### config.mk
export PLATFORM = sky130hd
export DESIGN_NAME = sparse_row_streamer
export DESIGN_NICKNAME = d
export VERILOG_FILES = /design/src/rtl/srs_pkg.sv /design/src/rtl/srs_lead_one.sv /design/src/rtl/sparse_row_streamer.sv
export SDC_FILE = /design/constraint.sdc
export NUM_CORES = 2
export LEC_CHECK = 0
export ABC_CLOCK_PERIOD_IN_PS = 25600
export CELL_PAD_IN_SITES_DETAIL_PLACEMENT = 1
export CELL_PAD_IN_SITES_GLOBAL_PLACEMENT = 1
export CORE_MARGIN = 2
export CORE_UTILIZATION = 35
export DETAILED_ROUTE_END_ITERATION = 16
export HOLD_SLACK_MARGIN = 0.06
export PLACE_DENSITY_LB_ADDON = 0.1
export SYNTH_ARGS = -nofsm -noshare
export SYNTH_HDL_FRONTEND = slang
export SYNTH_SLANG_ARGS = --single-unit
export TNS_END_PERCENT = 20
### constraint.sdc
create_clock -name clk -period 25.6 [get_ports clk]
set_input_delay 6.4 -clock clk [delete_from_list [all_inputs] [get_ports clk]]
set_output_delay 6.4 -clock clk [all_outputs]
set_load 0.05 [all_outputs]
### src/rtl/srs_pkg.sv
// Shared definitions for the sparse row streamer: FSM encoding, default
// parameter values and index-width helpers.
package srs_pkg;

    typedef enum logic [2:0] {
        IDLE   = 3'd0,
        LOAD   = 3'd1,
        STREAM = 3'd2,
        WAIT   = 3'd3,
        DONE   = 3'd4
    } state_t;

    localparam int DEF_DATA_WIDTH = 8;
    localparam int DEF_ROW_LEN    = 16;
    localparam int DEF_NUM_ROWS   = 16;
    localparam int DEF_VAL_DEPTH  = 256;

    // Width of an index into n entries; never narrower than one bit.
    function automatic int idx_w(input int n);
        return (n > 1) ? $clog2(n) : 1;
    endfunction

    // Width able to hold a count from 0 to n inclusive.
    function automatic int cnt_w(input int n);
        return idx_w(n) + 1;
    endfunction

endpackage

### src/rtl/srs_lead_one.sv
// Combinational lowest-set-bit finder and population count over one
// row mask; lead_idx is 0 when the mask is empty.
module srs_lead_one
    import srs_pkg::*;
#(
    parameter int ROW_LEN = DEF_ROW_LEN
) (
    input  logic [ROW_LEN-1:0]        mask,
    output logic [idx_w(ROW_LEN)-1:0] lead_idx,
    output logic [cnt_w(ROW_LEN)-1:0] count
);

    localparam int IW = idx_w(ROW_LEN);
    localparam int NW = cnt_w(ROW_LEN);

    // Scanning from the top down lets the lowest set bit win.
    always_comb begin
        lead_idx = '0;
        count    = '0;
        for (int i = ROW_LEN - 1; i >= 0; i--) begin
            if (mask[i]) begin
                lead_idx = IW'(i);
                count    = count + NW'(1);
            end
        end
    end

endmodule

### src/rtl/sparse_row_streamer.sv
// Streams bitmap-compressed activation rows in serial (one value per beat)
// or parallel (dense row) form. Define SRS_ZERO_SKIP_EN to skip all-zero rows.
module sparse_row_streamer
    import srs_pkg::*;
#(
    parameter int DATA_WIDTH = DEF_DATA_WIDTH,
    parameter int ROW_LEN    = DEF_ROW_LEN,
    parameter int NUM_ROWS   = DEF_NUM_ROWS,
    parameter int VAL_DEPTH  = DEF_VAL_DEPTH
) (
    input  logic                          clk,
    input  logic                          reset,
    input  logic                          wr_req_flag,
    input  logic [ROW_LEN-1:0]            wr_data_flag,
    input  logic                          wr_req_act,
    input  logic [DATA_WIDTH-1:0]         wr_data_act,
    input  logic                          mode,
    input  logic                          start,
    input  logic                          out_ready,
    input  logic                          row_ack,
    output logic                          out_valid,
    output logic [DATA_WIDTH-1:0]         serial_out,
    output logic [idx_w(ROW_LEN)-1:0]     col_index,
    output logic [ROW_LEN*DATA_WIDTH-1:0] parallel_out,
    output logic [idx_w(NUM_ROWS)-1:0]    row_index,
    output logic [cnt_w(ROW_LEN)-1:0]     row_val_num,
    output logic                          zero_flag,
    output logic [2:0]                    state,
    output logic                          busy,
    output logic                          done
);

    localparam int CW = idx_w(ROW_LEN);
    localparam int RW = idx_w(NUM_ROWS);
    localparam int VW = idx_w(VAL_DEPTH);
    localparam int NW = cnt_w(ROW_LEN);

    logic [ROW_LEN-1:0]    flag_mem [NUM_ROWS];
    logic [DATA_WIDTH-1:0] val_mem  [VAL_DEPTH];

    state_t                    state_q;
    logic                      mode_q;
    logic [RW-1:0]             flag_wr_ptr;
    logic [VW-1:0]             val_wr_ptr;
    logic [VW-1:0]             rd_ptr;
    logic [ROW_LEN-1:0]        mask;
    logic [ROW_LEN*DATA_WIDTH-1:0] dense;

    logic [ROW_LEN-1:0]    flag_word;
    logic [ROW_LEN-1:0]    mask_next;
    logic [ROW_LEN-1:0]    lead_in;
    logic [CW-1:0]         lead_idx;
    logic [NW-1:0]         pop;
    logic [VW-1:0]         rd_ptr_inc;
    logic [DATA_WIDTH-1:0] rd_val;
    logic [DATA_WIDTH-1:0] next_val;
    logic                  last_row;

    assign flag_word  = flag_mem[row_index];
    assign mask_next  = mask & (mask - 1'b1);
    assign rd_ptr_inc = (rd_ptr == VW'(VAL_DEPTH - 1)) ? '0 : rd_ptr + 1'b1;
    assign rd_val     = val_mem[rd_ptr];
    assign next_val   = val_mem[rd_ptr_inc];
    assign last_row   = (row_index == RW'(NUM_ROWS - 1));

    // LOAD needs the new row's first position; serial STREAM needs the position
    // after the current beat; parallel STREAM fills the current lowest position.
    assign lead_in = (state_q == LOAD) ? flag_word : (mode_q ? mask : mask_next);

    srs_lead_one #(.ROW_LEN(ROW_LEN)) u_lead_one (
        .mask     (lead_in),
        .lead_idx (lead_idx),
        .count    (pop)
    );

    assign state        = state_q;
    assign busy         = (state_q != IDLE);
    assign parallel_out = dense;

    // RAM contents survive reset; only the pointers are cleared.
    always_ff @(posedge clk) begin
        if (reset && state_q == IDLE) begin
            if (wr_req_flag) flag_mem[flag_wr_ptr] <= wr_data_flag;
            if (wr_req_act)  val_mem[val_wr_ptr]   <= wr_data_act;
        end
    end

    always_ff @(posedge clk) begin
        if (!reset) begin
            state_q     <= IDLE;
            mode_q      <= 1'b0;
            flag_wr_ptr <= '0;
            val_wr_ptr  <= '0;
            rd_ptr      <= '0;
            mask        <= '0;
            dense       <= '0;
            row_index   <= '0;
            row_val_num <= '0;
            zero_flag   <= 1'b0;
            out_valid   <= 1'b0;
            serial_out  <= '0;
            col_index   <= '0;
            done        <= 1'b0;
        end else begin
            done <= 1'b0;
            case (state_q)
                IDLE: begin
                    if (wr_req_flag)
                        flag_wr_ptr <= (flag_wr_ptr == RW'(NUM_ROWS - 1)) ? '0 : flag_wr_ptr + 1'b1;
                    if (wr_req_act)
                        val_wr_ptr <= (val_wr_ptr == VW'(VAL_DEPTH - 1)) ? '0 : val_wr_ptr + 1'b1;
                    if (start) begin
                        mode_q    <= mode;
                        row_index <= '0;
                        rd_ptr    <= '0;
                        state_q   <= LOAD;
                    end
                end
                LOAD: begin
                    row_val_num <= pop;
                    zero_flag   <= (pop == '0);
                    mask        <= flag_word;
                    dense       <= '0;
                    state_q     <= STREAM;
                    if (mode_q) begin
                        out_valid <= (flag_word == '0);
                    end else if (flag_word != '0) begin
                        out_valid  <= 1'b1;
                        serial_out <= rd_val;
                        col_index  <= lead_idx;
                    end
`ifdef SRS_ZERO_SKIP_EN
                    if (flag_word == '0) begin
                        out_valid <= 1'b0;
                        if (last_row) begin
                            done    <= 1'b1;
                            state_q <= DONE;
                        end else begin
                            row_index <= row_index + 1'b1;
                            state_q   <= LOAD;
                        end
                    end
`endif
                end
                STREAM: begin
                    if (mode_q) begin
                        if (mask != '0) begin
                            for (int i = 0; i < ROW_LEN; i++) begin
                                if (CW'(i) == lead_idx)
                                    dense[i*DATA_WIDTH +: DATA_WIDTH] <= rd_val;
                            end
                            rd_ptr <= rd_ptr_inc;
                            mask   <= mask_next;
                            if (mask_next == '0) out_valid <= 1'b1;
                        end else if (out_ready) begin
                            out_valid <= 1'b0;
                            state_q   <= WAIT;
                        end
                    end else begin
                        if (mask == '0) begin
                            state_q <= WAIT;
                        end else if (out_ready) begin
                            rd_ptr <= rd_ptr_inc;
                            mask   <= mask_next;
                            if (mask_next == '0) begin
                                out_valid <= 1'b0;
                                state_q   <= WAIT;
                            end else begin
                                serial_out <= next_val;
                                col_index  <= lead_idx;
                            end
                        end
                    end
                end
                WAIT: begin
                    if (row_ack) begin
                        if (last_row) begin
                            done    <= 1'b1;
                            state_q <= DONE;
                        end else begin
                            row_index <= row_index + 1'b1;
                            state_q   <= LOAD;
                        end
                    end
                end
                DONE: begin
                    flag_wr_ptr <= '0;
                    val_wr_ptr  <= '0;
                    zero_flag   <= 1'b0;
                    state_q     <= IDLE;
                end
                default: state_q <= IDLE;
            endcase
        end
    end

endmodule

==> flow_summary.ini <==
[synthesis]
syn-cell-area_um2 = 116700
synth_enable_flop_cells = 2304
synth.ff_latch_count = 2508
synth_async_sr_flop_share = 0
postSynthNetCount = 6672
synth_top_cells_by_count = sky130_fd_sc_hd__edfxtp_1, sky130_fd_sc_hd__mux4_2, sky130_fd_sc_hd__nand2_1
synth_cell_types = 87
yosysSeqAreaShare = 0.6279
most_frequent_cell_after_synthesis = sky130_fd_sc_hd__edfxtp_1
synth_top_cells_by_area = sky130_fd_sc_hd__edfxtp_1, sky130_fd_sc_hd__mux4_2, sky130_fd_sc_hd__dfxtp_1
synthesis.area_per_instance_um2 = 17.65
synthFlopType = sky130_fd_sc_hd__edfxtp_1
netlist_instances = 6612
synth-warning-count = 0
yosys.area.top_type = sky130_fd_sc_hd__edfxtp_1
yosys.area.top_type_share = 0.5929

[timing]
rsz0062_at_grt = no
period_minus_ws_final_ns = 11.90
max_freq_mhz = 84.05
timing.final.ws_setup_ns = 13.70
setup_total_negative_slack_ns = 0
report.final.slew_viol_count = 0
final-setup-viol-count = 0
slew_headroom = 0.05812
tightestPinTransition_ns = 1.402
layout_worst_path_cycle_share = 0.4647
finalHoldViolations = 0
clock-skew-final_ns = 0.03943

[critical_path]
family_of_cells_with_the_greatest_summed_delay_on_the_critical_path = simple AND/OR/NAND/NOR gates
regToRegEndpoint = zero_flag$_SDFFE_PN0P_
crit_top_cell = sky130_fd_sc_hd__ha_1
r2r_start = mask[2]$_SDFFE_PN0P_
timing.critical_path.slowest_cell_delay_ns = 0.78
worst-endpoint-arrival_ns = 12.72
category_of_the_worst_setup_path_capture_point = flop
startpoint_type = flop
crit_type = reg2reg
critical_path_buf_inv_count = 3
cp.depth = 50
r2r_cells = 50
worst-r2r-setup-slack_ns = 13.70
crit_fanout = 8
crit_path_top_delay_cell = sky130_fd_sc_hd__nor4_1
worst-endpoint-required_ns = 26.42

[clocking]
postCtsSetupBuffers = 0
worst_skew_pair.late_latency_ns = 0.93
tritoncts.num_buffers = 296
cts.reportedPaths.clkPinSlew_ns = 0.05
cts_hold_repair.buffers = 0
cts.sink_count = 2508
ctsRootBufferMaster = sky130_fd_sc_hd__clkbuf_16
cts_max_level = 5
cts_tree = yes
cts_buffer_depth = 4
cts_resized = 0

[layout]
multiInputGateArea_um2 = 41570
sequential_cell_area_um2 = 73300
post_route_cells_drive_above_1_share = 0.2792
finish.net_count = 6792
layout.filler_cells = 32163
syn_to_final_growth_pct = 14.56

[pwr]
leakage_component_of_the_power_nw = 40.41
ir_drop_uv = 49.06
power.share.combinational = 0.119
power_frac_clock = 0.432
powerDensity_nw_per_um2 = 75.27
net-switching-power_w = 0.002551
portion_of_total_power_attributed_to_sequential_cells = 0.448
switching_share = 0.2535
power.internal_w = 0.007510

[routing]
wire_length_after_detailed_routing_mm = 409.6
drt_iter0_drc = 6832
vias_per_cell = 5.958
drc = 0
first_pass_iters = 5
wl_per_cell_um = 36.04
final_antenna_net_count = 0
routed-via-count = 67723

[floorplanning]
initial_core_util = 0.3508
area_of_the_die_um2 = 338000
floorplan.rows = 212
chipWidth_um = 581.4
dieHeight_um = 581.4
design.core.area_um2 = 332600
ioPinCount = 188

[grt]
pin_count_of_the_biggest_net_entering_global_routing = 166
grtUsageTotal = 0.2399
grt_first_pass_wirelength_mm = 576.8
top_usage_layer = met2
number_of_antenna_violations_at_the_first_check_in_global_routing = 28
gr-usage-met3 = 0.03553
grt_util_met2 = 0.3854
globalRoute.totalOverflow = 0
grt_util_met1 = 0.3463
first_global_vias = 70613

[worst_hold_path]
worst_hold_path.endpoint = col_index[0]$_SDFFE_PN0P_
hold_path_startpoint = col_index[0]$_SDFFE_PN0P_
timing.hold.worst_path_depth = 2
min_path_type = reg2reg

[flow_run]
max_cap_violations = 0

[run_status]
outcome = complete, no violations

[placement]
dpl_wire_length_mm = 263.7
port_buffer_count = 187
place_ws_ns = 13.70
gp_routability_congestion = 0.8057
[worst max path at each step]
stage	startpoint	slack, ns	endpoint
floorplan	flop	14.95	zero_flag$_SDFFE_PN0P_
global placement	mask[2]$_SDFFE_PN0P_	13.77	zero_flag$_SDFFE_PN0P_
detailed placement	mask[2]$_SDFFE_PN0P_	13.70	zero_flag$_SDFFE_PN0P_
CTS	mask[2]$_SDFFE_PN0P_	13.65	zero_flag$_SDFFE_PN0P_
global route	mask[2]$_SDFFE_PN0P_	12.52	zero_flag$_SDFFE_PN0P_
finish	mask[2]$_SDFFE_PN0P_	13.70	zero_flag$_SDFFE_PN0P_
[layer usage]
| layer | share of wire | wire length, um | up-vias |
|---|---|---|---|
| met5 | 0.000032 | 13 | - |
| met4 | 0.021 | 8774 | 2 |
| met3 | 0.061 | 25170 | 419 |
| met2 | 0.48 | 195000 | 2271 |
| met1 | 0.44 | 180700 | 37548 |
| li1 | - | - | 27483 |
[tightest hold or removal path: cells and delay by family (launching register included)]
kind | cells | cell delay (ns)
DFF | 1 | 0.31
AOI/OAI and AO/OA | 2 | 0.13
[cells in the final DEF, fill, tap and decap left out, types with 11 or more instances in the layout]
cell                                 n
sky130_fd_sc_hd__clkinv_1           53
sky130_fd_sc_hd__o21ai_0            45
sky130_fd_sc_hd__a31oi_1            57
sky130_fd_sc_hd__a211oi_1           35
sky130_fd_sc_hd__clkinv_2           37
sky130_fd_sc_hd__mux2_2             12
sky130_fd_sc_hd__dfxtp_1           194
sky130_fd_sc_hd__and2_1             36
sky130_fd_sc_hd__o21ai_1            13
sky130_fd_sc_hd__nand4_1            17
sky130_fd_sc_hd__bufinv_16          35
sky130_fd_sc_hd__and3_1            102
sky130_fd_sc_hd__nand3_1           152
sky130_fd_sc_hd__xnor2_1            31
sky130_fd_sc_hd__inv_1              27
sky130_fd_sc_hd__buf_4             141
sky130_fd_sc_hd__edfxtp_1         2304
sky130_fd_sc_hd__a22oi_1            70
sky130_fd_sc_hd__a21boi_0           14
sky130_fd_sc_hd__buf_12             21
sky130_fd_sc_hd__nand2_1           665
sky130_fd_sc_hd__a21oi_1            58
sky130_fd_sc_hd__nor2_2             11
sky130_fd_sc_hd__inv_6              11
sky130_fd_sc_hd__xor2_1             17
sky130_fd_sc_hd__mux2i_1           109
sky130_fd_sc_hd__o311ai_0           11
sky130_fd_sc_hd__clkbuf_16         303
sky130_fd_sc_hd__o22ai_1            11
sky130_fd_sc_hd__nor2b_1           163
sky130_fd_sc_hd__clkdlybuf4s50_1   178
sky130_fd_sc_hd__nor3_1             30
sky130_fd_sc_hd__nor2_1            350
sky130_fd_sc_hd__o211a_1            13
sky130_fd_sc_hd__ha_1               27
sky130_fd_sc_hd__a311oi_1           79
sky130_fd_sc_hd__mux4_2           1255
sky130_fd_sc_hd__clkbuf_1           63
[layout make-up]
cell class | instances | share of cell area
Antenna cell | 9 | 0.0001685
Clock buffer | 374 | 0.05931
Clock inverter | 162 | 0.01404
Inverter | 27 | 0.0007582
Multi-Input combinational cell | 3550 | 0.3110
Sequential cell | 2508 | 0.5483
Tap cell | 4387 | 0.04106
Timing Repair Buffer | 349 | 0.02538
[through the flow]
stage	cell area (um2)	power, W	hold WS, ns	util	instances
finish	133700	0.01006	0.4915	0.4019	11366
global route	133700	0.01040	0.5218	0.4018	11361
CTS	133700	0.01016	0.4971	0.4018	11357
detailed placement	123800	0.005808	0.4930	0.3723	10821
global placement	123800	0.005805	0.4849	0.3723	10821
floorplan	116700	0.005387	0.4704	-	6612
[logic make-up after synthesis]
group	count (synthesis)	share of synthesized area
AND/OR/NAND/NOR	1608	0.06251
flip-flops	2508	0.6279
buffers and inverters	554	0.01827
multiplexers	1376	0.2527
AO/OA/AOI/OAI	468	0.02876
adder cells (fa/ha/maj)	32	0.003345
XOR/XNOR	66	0.006466
[state kept, by name (all words and copies together), names as in the netlist, named ones only]
signal	count
col_index	4
done	1
flag_mem	256
flag_wr_ptr	4
mask	16
mode_q	1
out_valid	1
parallel_out	128
rd_ptr	8
row_index	4
row_val_num	5
serial_out	8
state	3
val_mem	2048
val_wr_ptr	8
zero_flag	1
[power by group through the flow]
stage	combinational, W	sequential (W)	clock [W]
finish	0.00120	0.00451	0.00435
global route	0.00130	0.00451	0.00458
CTS	0.00122	0.00451	0.00444
detailed placement	0.00121	0.00460	0
global placement	0.00121	0.00459	0
floorplan	0.000764	0.00462	0
No activity file was read; power rests on OpenSTA's default activity.
